<file path="config.mk">
export PLATFORM = sky130hd
export DESIGN_NAME = axi4lite_xbar
export DESIGN_NICKNAME = d
export VERILOG_FILES = /design/src/rtl/xbar_pkg.sv /design/src/rtl/axi4lite_addr_decode.sv /design/src/rtl/axi4lite_xbar.sv
export SDC_FILE = /design/constraint.sdc
export NUM_CORES = 1
export LEC_CHECK = 0
export ABC_CLOCK_PERIOD_IN_PS = 3000
export CORE_AREA = 2 2 170 172
export CTS_BUF_LIST = sky130_fd_sc_hd__clkbuf_4
export CTS_CLUSTER_DIAMETER = 150
export CTS_CLUSTER_SIZE = 12
export DETAILED_ROUTE_END_ITERATION = 6
export DIE_AREA = 0 0 172 174
export PLACE_DENSITY = 0.57
export SLEW_MARGIN = 10
export SYNTH_ARGS = -nofsm -noshare
export SYNTH_HDL_FRONTEND = slang
export SYNTH_HIERARCHICAL = 1
export SYNTH_SLANG_ARGS = --single-unit
</file>
<file path="constraint.sdc">
create_clock -name clk -period 3 [get_ports clk]
set_clock_uncertainty 0.15 [all_clocks]
set_input_delay 0.45 -clock clk [delete_from_list [all_inputs] [get_ports clk]]
set_output_delay 0.45 -clock clk [all_outputs]
set_load 0.01 [all_outputs]
</file>
<file path="src/rtl/xbar_pkg.sv">
// Shared constants and state types for the AXI4-Lite single-master crossbar.
package xbar_pkg;

    localparam int unsigned DEF_DATA_WIDTH = 32;
    localparam int unsigned DEF_ADDR_WIDTH = 32;

    localparam logic [31:0] DEF_MEM_BASE  = 32'h8000_0000;
    localparam logic [31:0] DEF_MEM_MASK  = 32'hF800_0000;
    localparam logic [31:0] DEF_UART_BASE = 32'hA000_03F8;
    localparam logic [31:0] DEF_UART_MASK = 32'hFFFF_FFF8;

    localparam logic [1:0] RESP_OKAY   = 2'b00;
    localparam logic [1:0] RESP_DECERR = 2'b11;

    typedef enum logic [1:0] {R_IDLE, R_ADDR, R_DATA, R_ERR} rstate_t;
    typedef enum logic [1:0] {W_COLLECT, W_FWD, W_RESP, W_ERR} wstate_t;

endpackage

</file>
<file path="src/rtl/axi4lite_addr_decode.sv">
// Combinational address map lookup: memory region, UART region, or unmapped.
module axi4lite_addr_decode
    import xbar_pkg::*;
#(
    parameter int unsigned           ADDR_WIDTH = DEF_ADDR_WIDTH,
    parameter logic [ADDR_WIDTH-1:0] MEM_BASE   = ADDR_WIDTH'(DEF_MEM_BASE),
    parameter logic [ADDR_WIDTH-1:0] MEM_MASK   = ADDR_WIDTH'(DEF_MEM_MASK),
    parameter logic [ADDR_WIDTH-1:0] UART_BASE  = ADDR_WIDTH'(DEF_UART_BASE),
    parameter logic [ADDR_WIDTH-1:0] UART_MASK  = ADDR_WIDTH'(DEF_UART_MASK)
) (
    input  logic [ADDR_WIDTH-1:0] addr_i,
    output logic                  hit_mem_o,
    output logic                  hit_uart_o,
    output logic                  miss_o
);

    assign hit_mem_o  = ((addr_i & MEM_MASK) == MEM_BASE);
    assign hit_uart_o = ((addr_i & UART_MASK) == UART_BASE);
    assign miss_o     = !(hit_mem_o || hit_uart_o);

endmodule

</file>
<file path="src/rtl/axi4lite_xbar.sv">
// Routes one master's AXI4-Lite reads/writes to memory (s0) or UART (s1); unmapped -> DECERR.
module axi4lite_xbar
    import xbar_pkg::*;
#(
    parameter int unsigned           DATA_WIDTH = DEF_DATA_WIDTH,
    parameter int unsigned           ADDR_WIDTH = DEF_ADDR_WIDTH,
    parameter logic [ADDR_WIDTH-1:0] MEM_BASE   = ADDR_WIDTH'(DEF_MEM_BASE),
    parameter logic [ADDR_WIDTH-1:0] MEM_MASK   = ADDR_WIDTH'(DEF_MEM_MASK),
    parameter logic [ADDR_WIDTH-1:0] UART_BASE  = ADDR_WIDTH'(DEF_UART_BASE),
    parameter logic [ADDR_WIDTH-1:0] UART_MASK  = ADDR_WIDTH'(DEF_UART_MASK)
) (
    input  logic                    clk,
    input  logic                    rst,
    input  logic                    m_arvalid_i,
    input  logic [ADDR_WIDTH-1:0]   m_araddr_i,
    output logic                    m_arready_o,
    output logic                    m_rvalid_o,
    output logic [1:0]              m_rresp_o,
    output logic [DATA_WIDTH-1:0]   m_rdata_o,
    input  logic                    m_rready_i,
    input  logic                    m_awvalid_i,
    input  logic [ADDR_WIDTH-1:0]   m_awaddr_i,
    output logic                    m_awready_o,
    input  logic                    m_wvalid_i,
    input  logic [DATA_WIDTH-1:0]   m_wdata_i,
    input  logic [DATA_WIDTH/8-1:0] m_wstrb_i,
    output logic                    m_wready_o,
    output logic                    m_bvalid_o,
    output logic [1:0]              m_bresp_o,
    input  logic                    m_bready_i,
    output logic                    s0_arvalid_o,
    output logic [ADDR_WIDTH-1:0]   s0_araddr_o,
    input  logic                    s0_arready_i,
    input  logic                    s0_rvalid_i,
    input  logic [1:0]              s0_rresp_i,
    input  logic [DATA_WIDTH-1:0]   s0_rdata_i,
    output logic                    s0_rready_o,
    output logic                    s0_awvalid_o,
    output logic [ADDR_WIDTH-1:0]   s0_awaddr_o,
    input  logic                    s0_awready_i,
    output logic                    s0_wvalid_o,
    output logic [DATA_WIDTH-1:0]   s0_wdata_o,
    output logic [DATA_WIDTH/8-1:0] s0_wstrb_o,
    input  logic                    s0_wready_i,
    input  logic                    s0_bvalid_i,
    input  logic [1:0]              s0_bresp_i,
    output logic                    s0_bready_o,
    output logic                    s1_arvalid_o,
    output logic [ADDR_WIDTH-1:0]   s1_araddr_o,
    input  logic                    s1_arready_i,
    input  logic                    s1_rvalid_i,
    input  logic [1:0]              s1_rresp_i,
    input  logic [DATA_WIDTH-1:0]   s1_rdata_i,
    output logic                    s1_rready_o,
    output logic                    s1_awvalid_o,
    output logic [ADDR_WIDTH-1:0]   s1_awaddr_o,
    input  logic                    s1_awready_i,
    output logic                    s1_wvalid_o,
    output logic [DATA_WIDTH-1:0]   s1_wdata_o,
    output logic [DATA_WIDTH/8-1:0] s1_wstrb_o,
    input  logic                    s1_wready_i,
    input  logic                    s1_bvalid_i,
    input  logic [1:0]              s1_bresp_i,
    output logic                    s1_bready_o
);

    localparam int unsigned STRB_WIDTH = DATA_WIDTH / 8;

    // ---------------- read path ----------------
    rstate_t               rstate_q;
    logic [ADDR_WIDTH-1:0] araddr_q;
    logic                  rsel_q;
    logic                  r_hit_mem, r_hit_uart, r_miss;
    logic                  s_arready, s_rvalid;
    logic [1:0]            s_rresp;
    logic [DATA_WIDTH-1:0] s_rdata;

    axi4lite_addr_decode #(
        .ADDR_WIDTH(ADDR_WIDTH), .MEM_BASE(MEM_BASE), .MEM_MASK(MEM_MASK),
        .UART_BASE(UART_BASE), .UART_MASK(UART_MASK)
    ) u_rdec (
        .addr_i(m_araddr_i), .hit_mem_o(r_hit_mem), .hit_uart_o(r_hit_uart), .miss_o(r_miss)
    );

    assign s_arready = rsel_q ? s1_arready_i : s0_arready_i;
    assign s_rvalid  = rsel_q ? s1_rvalid_i  : s0_rvalid_i;
    assign s_rresp   = rsel_q ? s1_rresp_i   : s0_rresp_i;
    assign s_rdata   = rsel_q ? s1_rdata_i   : s0_rdata_i;

    always_ff @(posedge clk) begin
        if (!rst) begin
            rstate_q <= R_IDLE;
            araddr_q <= '0;
            rsel_q   <= 1'b0;
        end else begin
            case (rstate_q)
                R_IDLE: if (m_arvalid_i) begin
                    araddr_q <= m_araddr_i;
                    rsel_q   <= r_hit_uart && !r_hit_mem;
                    rstate_q <= r_miss ? R_ERR : R_ADDR;
                end
                R_ADDR:  if (s_arready) rstate_q <= R_DATA;
                R_DATA:  if (s_rvalid && m_rready_i) rstate_q <= R_IDLE;
                R_ERR:   if (m_rready_i) rstate_q <= R_IDLE;
                default: rstate_q <= R_IDLE;
            endcase
        end
    end

    assign m_arready_o  = (rstate_q == R_IDLE);
    assign s0_arvalid_o = (rstate_q == R_ADDR) && !rsel_q;
    assign s1_arvalid_o = (rstate_q == R_ADDR) && rsel_q;
    assign s0_araddr_o  = araddr_q;
    assign s1_araddr_o  = araddr_q;
    assign s0_rready_o  = (rstate_q == R_DATA) && !rsel_q && m_rready_i;
    assign s1_rready_o  = (rstate_q == R_DATA) && rsel_q && m_rready_i;

    // R channel: live pass-through from the selected slave, or the internal DECERR beat
    always_comb begin
        m_rvalid_o = 1'b0;
        m_rresp_o  = RESP_OKAY;
        m_rdata_o  = '0;
        case (rstate_q)
            R_DATA: begin
                m_rvalid_o = s_rvalid;
                m_rresp_o  = s_rresp;
                m_rdata_o  = s_rdata;
            end
            R_ERR: begin
                m_rvalid_o = 1'b1;
                m_rresp_o  = RESP_DECERR;
            end
            default: ;
        endcase
    end

    // ---------------- write path ----------------
    wstate_t               wstate_q;
    logic                  aw_held_q, w_held_q, aw_pend_q, w_pend_q, wsel_q;
    logic [ADDR_WIDTH-1:0] awaddr_q;
    logic [DATA_WIDTH-1:0] wdata_q;
    logic [STRB_WIDTH-1:0] wstrb_q;
    logic                  aw_take, w_take, aw_now, w_now, aw_left, w_left;
    logic [ADDR_WIDTH-1:0] waddr_now;
    logic                  w_hit_mem, w_hit_uart, w_miss;
    logic                  s_awready, s_wready, s_bvalid;
    logic [1:0]            s_bresp;

    assign m_awready_o = (wstate_q == W_COLLECT) && !aw_held_q;
    assign m_wready_o  = (wstate_q == W_COLLECT) && !w_held_q;
    assign aw_take     = m_awvalid_i && m_awready_o;
    assign w_take      = m_wvalid_i && m_wready_o;
    assign aw_now      = aw_held_q || aw_take;
    assign w_now       = w_held_q || w_take;
    // Decode the address that will be held after this edge so a same-cycle AW+W forwards next cycle
    assign waddr_now   = aw_held_q ? awaddr_q : m_awaddr_i;

    axi4lite_addr_decode #(
        .ADDR_WIDTH(ADDR_WIDTH), .MEM_BASE(MEM_BASE), .MEM_MASK(MEM_MASK),
        .UART_BASE(UART_BASE), .UART_MASK(UART_MASK)
    ) u_wdec (
        .addr_i(waddr_now), .hit_mem_o(w_hit_mem), .hit_uart_o(w_hit_uart), .miss_o(w_miss)
    );

    assign s_awready = wsel_q ? s1_awready_i : s0_awready_i;
    assign s_wready  = wsel_q ? s1_wready_i  : s0_wready_i;
    assign s_bvalid  = wsel_q ? s1_bvalid_i  : s0_bvalid_i;
    assign s_bresp   = wsel_q ? s1_bresp_i   : s0_bresp_i;
    assign aw_left   = aw_pend_q && !s_awready;
    assign w_left    = w_pend_q && !s_wready;

    always_ff @(posedge clk) begin
        if (!rst) begin
            wstate_q  <= W_COLLECT;
            aw_held_q <= 1'b0;
            w_held_q  <= 1'b0;
            aw_pend_q <= 1'b0;
            w_pend_q  <= 1'b0;
            wsel_q    <= 1'b0;
            awaddr_q  <= '0;
            wdata_q   <= '0;
            wstrb_q   <= '0;
        end else begin
            case (wstate_q)
                W_COLLECT: begin
                    if (aw_take) begin
                        awaddr_q  <= m_awaddr_i;
                        aw_held_q <= 1'b1;
                    end
                    if (w_take) begin
                        wdata_q  <= m_wdata_i;
                        wstrb_q  <= m_wstrb_i;
                        w_held_q <= 1'b1;
                    end
                    if (aw_now && w_now) begin
                        wsel_q    <= w_hit_uart && !w_hit_mem;
                        aw_pend_q <= !w_miss;
                        w_pend_q  <= !w_miss;
                        wstate_q  <= w_miss ? W_ERR : W_FWD;
                    end
                end
                W_FWD: begin
                    aw_pend_q <= aw_left;
                    w_pend_q  <= w_left;
                    if (!aw_left && !w_left) wstate_q <= W_RESP;
                end
                W_RESP: if (s_bvalid && m_bready_i) begin
                    aw_held_q <= 1'b0;
                    w_held_q  <= 1'b0;
                    wstate_q  <= W_COLLECT;
                end
                W_ERR: if (m_bready_i) begin
                    aw_held_q <= 1'b0;
                    w_held_q  <= 1'b0;
                    wstate_q  <= W_COLLECT;
                end
                default: wstate_q <= W_COLLECT;
            endcase
        end
    end

    assign s0_awvalid_o = (wstate_q == W_FWD) && aw_pend_q && !wsel_q;
    assign s1_awvalid_o = (wstate_q == W_FWD) && aw_pend_q && wsel_q;
    assign s0_wvalid_o  = (wstate_q == W_FWD) && w_pend_q && !wsel_q;
    assign s1_wvalid_o  = (wstate_q == W_FWD) && w_pend_q && wsel_q;
    assign s0_awaddr_o  = awaddr_q;
    assign s1_awaddr_o  = awaddr_q;
    assign s0_wdata_o   = wdata_q;
    assign s1_wdata_o   = wdata_q;
    assign s0_wstrb_o   = wstrb_q;
    assign s1_wstrb_o   = wstrb_q;
    assign s0_bready_o  = (wstate_q == W_RESP) && !wsel_q && m_bready_i;
    assign s1_bready_o  = (wstate_q == W_RESP) && wsel_q && m_bready_i;

    // B channel: live pass-through from the selected slave, or the internal DECERR beat
    always_comb begin
        m_bvalid_o = 1'b0;
        m_bresp_o  = RESP_OKAY;
        case (wstate_q)
            W_RESP: begin
                m_bvalid_o = s_bvalid;
                m_bresp_o  = s_bresp;
            end
            W_ERR: begin
                m_bvalid_o = 1'b1;
                m_bresp_o  = RESP_DECERR;
            end
            default: ;
        endcase
    end

endmodule

</file>
# Word-level counts from Yosys, hierarchy flattened
# Index checks and enable logic that the tools add are counted.
[totals] ff_bits=110 latchBits=0 ram_bits=0 rom_bits=0 out_inout_bits=251 memories=0
[op_classes] addsub=0 mul=0 div=0 order_cmp=0 eq_ne=20 shifts=0 muxes=35 n_bitwise=0 reduce_logical=55
[ops] operator="$mux W32" count=3
[ops] operator="$eq A29 B29 Y1 const B" count=2
[ops] operator="$logic_and A1 B1 Y1" count=28
[ops] operator="$mux W2" count=12
[ops] operator="$ne A2 B2 Y1 const B" count=9
[ops] operator="$pmux W2 S4" count=2
[ops] operator="$reduce_and A4 Y1" count=4
[ops] operator="$eq A5 B5 Y1 const B" count=2
[ops] operator="$logic_not A1 Y1" count=10
[ops] operator="$mux W1" count=10
[ops] operator="$reduce_and A2 Y1" count=5
[ops] operator="$eq A2 B2 Y1 const B" count=4
[ops] operator="$pmux W1 S2" count=4
[ops] operator="$pmux W2 S2" count=2
[ops] operator="$pmux W1 S3" count=2
[ops] operator="$eq A2 B1 Y1 const B" count=2
[ops] operator="$logic_not A2 Y1" count=2
[ops] operator="$logic_or A1 B1 Y1" count=4
[ops] operator="$reduce_bool A3 Y1" count=1
[ops] operator="$ne A2 B1 Y1 const B" count=1
[ops] operator="$reduce_bool A2 Y1" count=1

# Longest topological paths before layout
[depth] depth_word=7 ltp_mapped=9 mapped_depth_nobuf=7

# Modules after synthesis
# Netlist, hierarchy kept.
[modules_own_cells] mod="axi4lite_xbar" n_inst=1 cells_each=703 area_per_inst_um2=5651.7
[modules_own_cells] mod="axi4lite_addr_decode" n_inst=2 cells_each=13 area_per_inst_um2=101.3

# Worst setup path before layout
# Ideal clock, no wire load.
[synth_timing] path_type="flip-flop to flip-flop" from="register aw_held_q" to="register wsel_q" setup_time_ns=0.070 arrival_time_ns=2.406 required_time_ns=2.780 slack_ns=0.374 stages_incl_launch_ff=9 path_buffers=2 period_less_slack_ns=2.626 path_cell_list="dfxtp_1 -> buf_2 -> buf_1 -> mux2_2 -> nor4b_2 -> and4_1 -> and4_1 -> or4b_1 -> a21oi_1"
[synth_via] word_cells_on_any_way=11
[synth_lines] item="start, declared" line_no="axi4lite_xbar.sv:139" text="logic aw_held_q, w_held_q, aw_pend_q, w_pend_q, wsel_q;"
[synth_lines] item="start signal, assigned" line_no="axi4lite_xbar.sv:175" text="aw_held_q <= 1'b0;"
[synth_lines] item="start signal, assigned" line_no="axi4lite_xbar.sv:188" text="aw_held_q <= 1'b1;"
[synth_lines] item="start signal, assigned" line_no="axi4lite_xbar.sv:208" text="aw_held_q <= 1'b0;"
[synth_lines] item="$mux W32" line_no="axi4lite_xbar.sv:156" text="assign waddr_now = aw_held_q ? awaddr_q : m_awaddr_i;"
[synth_lines] item="named net waddr_now[28]" line_no="axi4lite_xbar.sv:144" text="logic [ADDR_WIDTH-1:0] waddr_now;"
[synth_lines] item="$eq A29 B29 Y1" line_no="axi4lite_addr_decode.sv:18" text="assign hit_uart_o = ((addr_i & UART_MASK) == UART_BASE);"
[synth_lines] item="named net w_hit_uart" line_no="axi4lite_xbar.sv:145" text="logic w_hit_mem, w_hit_uart, w_miss;"
[synth_lines] item="$logic_and A1 B1 Y1" line_no="axi4lite_xbar.sv:196" text="wsel_q <= w_hit_uart && !w_hit_mem;"
[synth_lines] item="end signal, assigned" line_no="axi4lite_xbar.sv:196"
[synth_lines] item="end, declared" line_no="axi4lite_xbar.sv:139"
# The timed path passes the listed nets, and every way through them passes these cells.
# A chain may end at the register's enable or synchronous reset.

# Final worst setup path
[layout_timing] from="register rstate_q[0]" to="output m_rdata_o[22]"
[layout_via] elab_chain_len=2
[layout_lines] item="start, declared" line_no="axi4lite_xbar.sv:70" text="rstate_t rstate_q;"
[layout_lines] item="start signal, assigned" line_no="axi4lite_xbar.sv:100" text="rstate_q <= r_miss ? R_ERR : R_ADDR;"
[layout_lines] item="$eq A2 B2 Y1" line_no="axi4lite_xbar.sv:123" text="case (rstate_q)"
[layout_lines] item="$mux W32" line_no="axi4lite_xbar.sv:123"
[layout_lines] item="end, declared" line_no="axi4lite_xbar.sv:19" text="output logic [DATA_WIDTH-1:0] m_rdata_o,"
# No other way between the ends.

==> results.json <==
{
  "p_leak_uw": 0.00349,
  "powerDensity_nw_per_um2": 481,
  "die_area_um2": 29900,
  "slew_violations": 0,
  "tritoncts": "done",
  "multi_input_area_um2": 2620,
  "ios": 440,
  "dp_cells": 1415,
  "min_period_over_period": 0.947,
  "required_ns": 2.40,
  "tightest_slew_ns": 0.725,
  "antenna_left": 0,
  "synthCells": 726,
  "track_usage": 0.150,
  "die_h_um": 174,
  "post_route_cells_drive_above_1_share": 0.0716,
  "grt_pass1_vias": 5922,
  "drc": 0,
  "cts_max_level": 3,
  "clock_path_buffers": 2,
  "finalHoldViolCount": 0,
  "register_area_um2": 2200,
  "startpoint_type": "register",
  "gp_congestion": 0.770,
  "die_w_um": 172,
  "row_count": 62,
  "synth_area_um2": 5820,
  "area_growth_pct": 71.9,
  "numCtsBuffers": 9,
  "criticalPathCategory": "register to output pin",
  "synth_fp_nets": 915,
  "wl_per_cell_um": 16.4,
  "port_buffers": 439,
  "grt_first_pass_wirelength_um": 34600,
  "end_kind": "output pin",
  "fmax_ghz": 0.352,
  "routed_wl_um": 23500,
  "ir_worst_vdd_uv": 205,
  "fin_cells": 1433,
  "n_fill_cell": 2987,
  "drt_iter0_drc": 342,
  "start_util": 0.206,
  "status": "finished, final reports clean",
  "final-setup-viol-count": 0,
  "cts_setup_buffers": 0,
  "cts.sinks": 110,
  "maxSlewHeadroom": 0.517,
  "design.core.area_um2": 28200,
  "clk_latency_ns": 0.48,
  "vias": 6168,
  "ys_warn_count": 6,
  "postCtsHoldBufs": 0,
  "drt_pass1_iterations": 4,
  "fin_nets": 1231,
  "path_max_fanout": 33,
  "avgSynthCellArea_um2": 8.02,
  "cp.arrival_ns": 2.24,
  "max-cap-violations": 0,
  "hpwl_um": 18300,
  "clock-root-buffer": "clkbuf_4",
  "antenna_found_initial": 3,
  "rsz0062_at_grt": "no",
  "hold_path.class": "register to register",
  "totalNegativeSetupSlack_ns": 0,
  "grt_max_degree": 104,
  "fin_crit_ns": 2.84,
  "avgViaCountPerCell": 4.30,
  "clk_pin_slew_ns": 0.19,
  "grt-ovfl-total": 0
}
==> path summary, 6_finish.rpt <==
check                               startpoint             end  slack (ns)  cells past startpoint
worst max-delay path               rstate_q[0]   m_rdata_o[22]        0.16                      5
worst min-delay path            s0_wdata_o[30]  s0_wdata_o[30]        0.33                      2
worst max register to register       aw_held_q          wsel_q        0.24                      6
worst min register to register  s0_wdata_o[30]  s0_wdata_o[30]        0.33                      2
==> power by group <==
| part | internal [uW] | switching (uW) |
|---|---|---|
| clock network | 183 | 548 |
| logic | 1240 | 971 |
| registers | 1660 | 219 |
| total | 3080 | 1740 |
==> layout by cell type, fill, tap and decap left out, types with 4 or more instances in the layout <==
cell / n
clkdlybuf4s50_1: 439
nand2_1: 204
a21oi_1: 108
dfxtp_1: 108
mux2_2: 33
a22o_1: 32
nor2_1: 15
buf_4: 13
clkbuf_4: 9
mux2i_1: 5
nor3_1: 5
nor2b_1: 4
nor4_1: 4
nand4b_1: 4
and4_1: 4
==> registers in the layout, summed over array words and instances (netlist names), 2 cells and up <==
name / cells
s0_awaddr_o: 32
wstate_q: 2
rstate_q: 2
s0_wstrb_o: 4
s0_araddr_o: 32
s0_wdata_o: 32
==> critical path, cell delays in order, from the launching register on <==
cell             delay [ns]
dfxtp_1                0.35
buf_4                  0.18
nor3b_4                0.22
buf_12                 0.22
a22o_1                 0.23
clkdlybuf4s50_1        0.57
==> metal layers <==
layer / global-route usage / share of wire / vias up
met3: 0.0490 / 0.084 / 16
met4: 0.0291 / 0.0098 / 2
met5: 0 / 0.00055 / -
met1: 0.185 / 0.43 / 2905
met2: 0.255 / 0.48 / 254
li1: - / - / 2991
==> area by class of cell <==
| class | instances | area share |
|---|---|---|
| multi-input combinational | 462 | 0.262 |
| antenna | 2 | 0.000500 |
| inverter | 4 | 0.00163 |
| clock buffer | 9 | 0.00675 |
| tap | 384 | 0.0480 |
| timing repair buffer | 455 | 0.455 |
| clock inverter | 7 | 0.00575 |
| sequential | 110 | 0.220 |
==> through the flow <==
| step | hold slack (ns) | setup slack (ns) | cell area (um2) | total power (uW) | util |
|---|---|---|---|---|---|
| final | 0.329 | 0.160 | 10000 | 4810 | 0.354 |
| after global routing | 0.281 | 0.0182 | 10000 | 5140 | 0.354 |
| after CTS | 0.265 | 0.0321 | 9980 | 4910 | 0.354 |
| after detailed placement | 0.311 | 0.156 | 9850 | 4140 | 0.349 |
| after global placement | 0.306 | 0.191 | 9850 | 4120 | 0.349 |
| after floorplan | 0.336 | 0.414 | 5820 | 3060 | - |
==> repair_timing <==
action | 4_1_cts | 5_1_grt
gates resized for setup | 2 | 5
endpoints found under the setup margin | 3 | 4
hold endpoints to repair | 0 | 0
(Power assumes the default switching activity.)
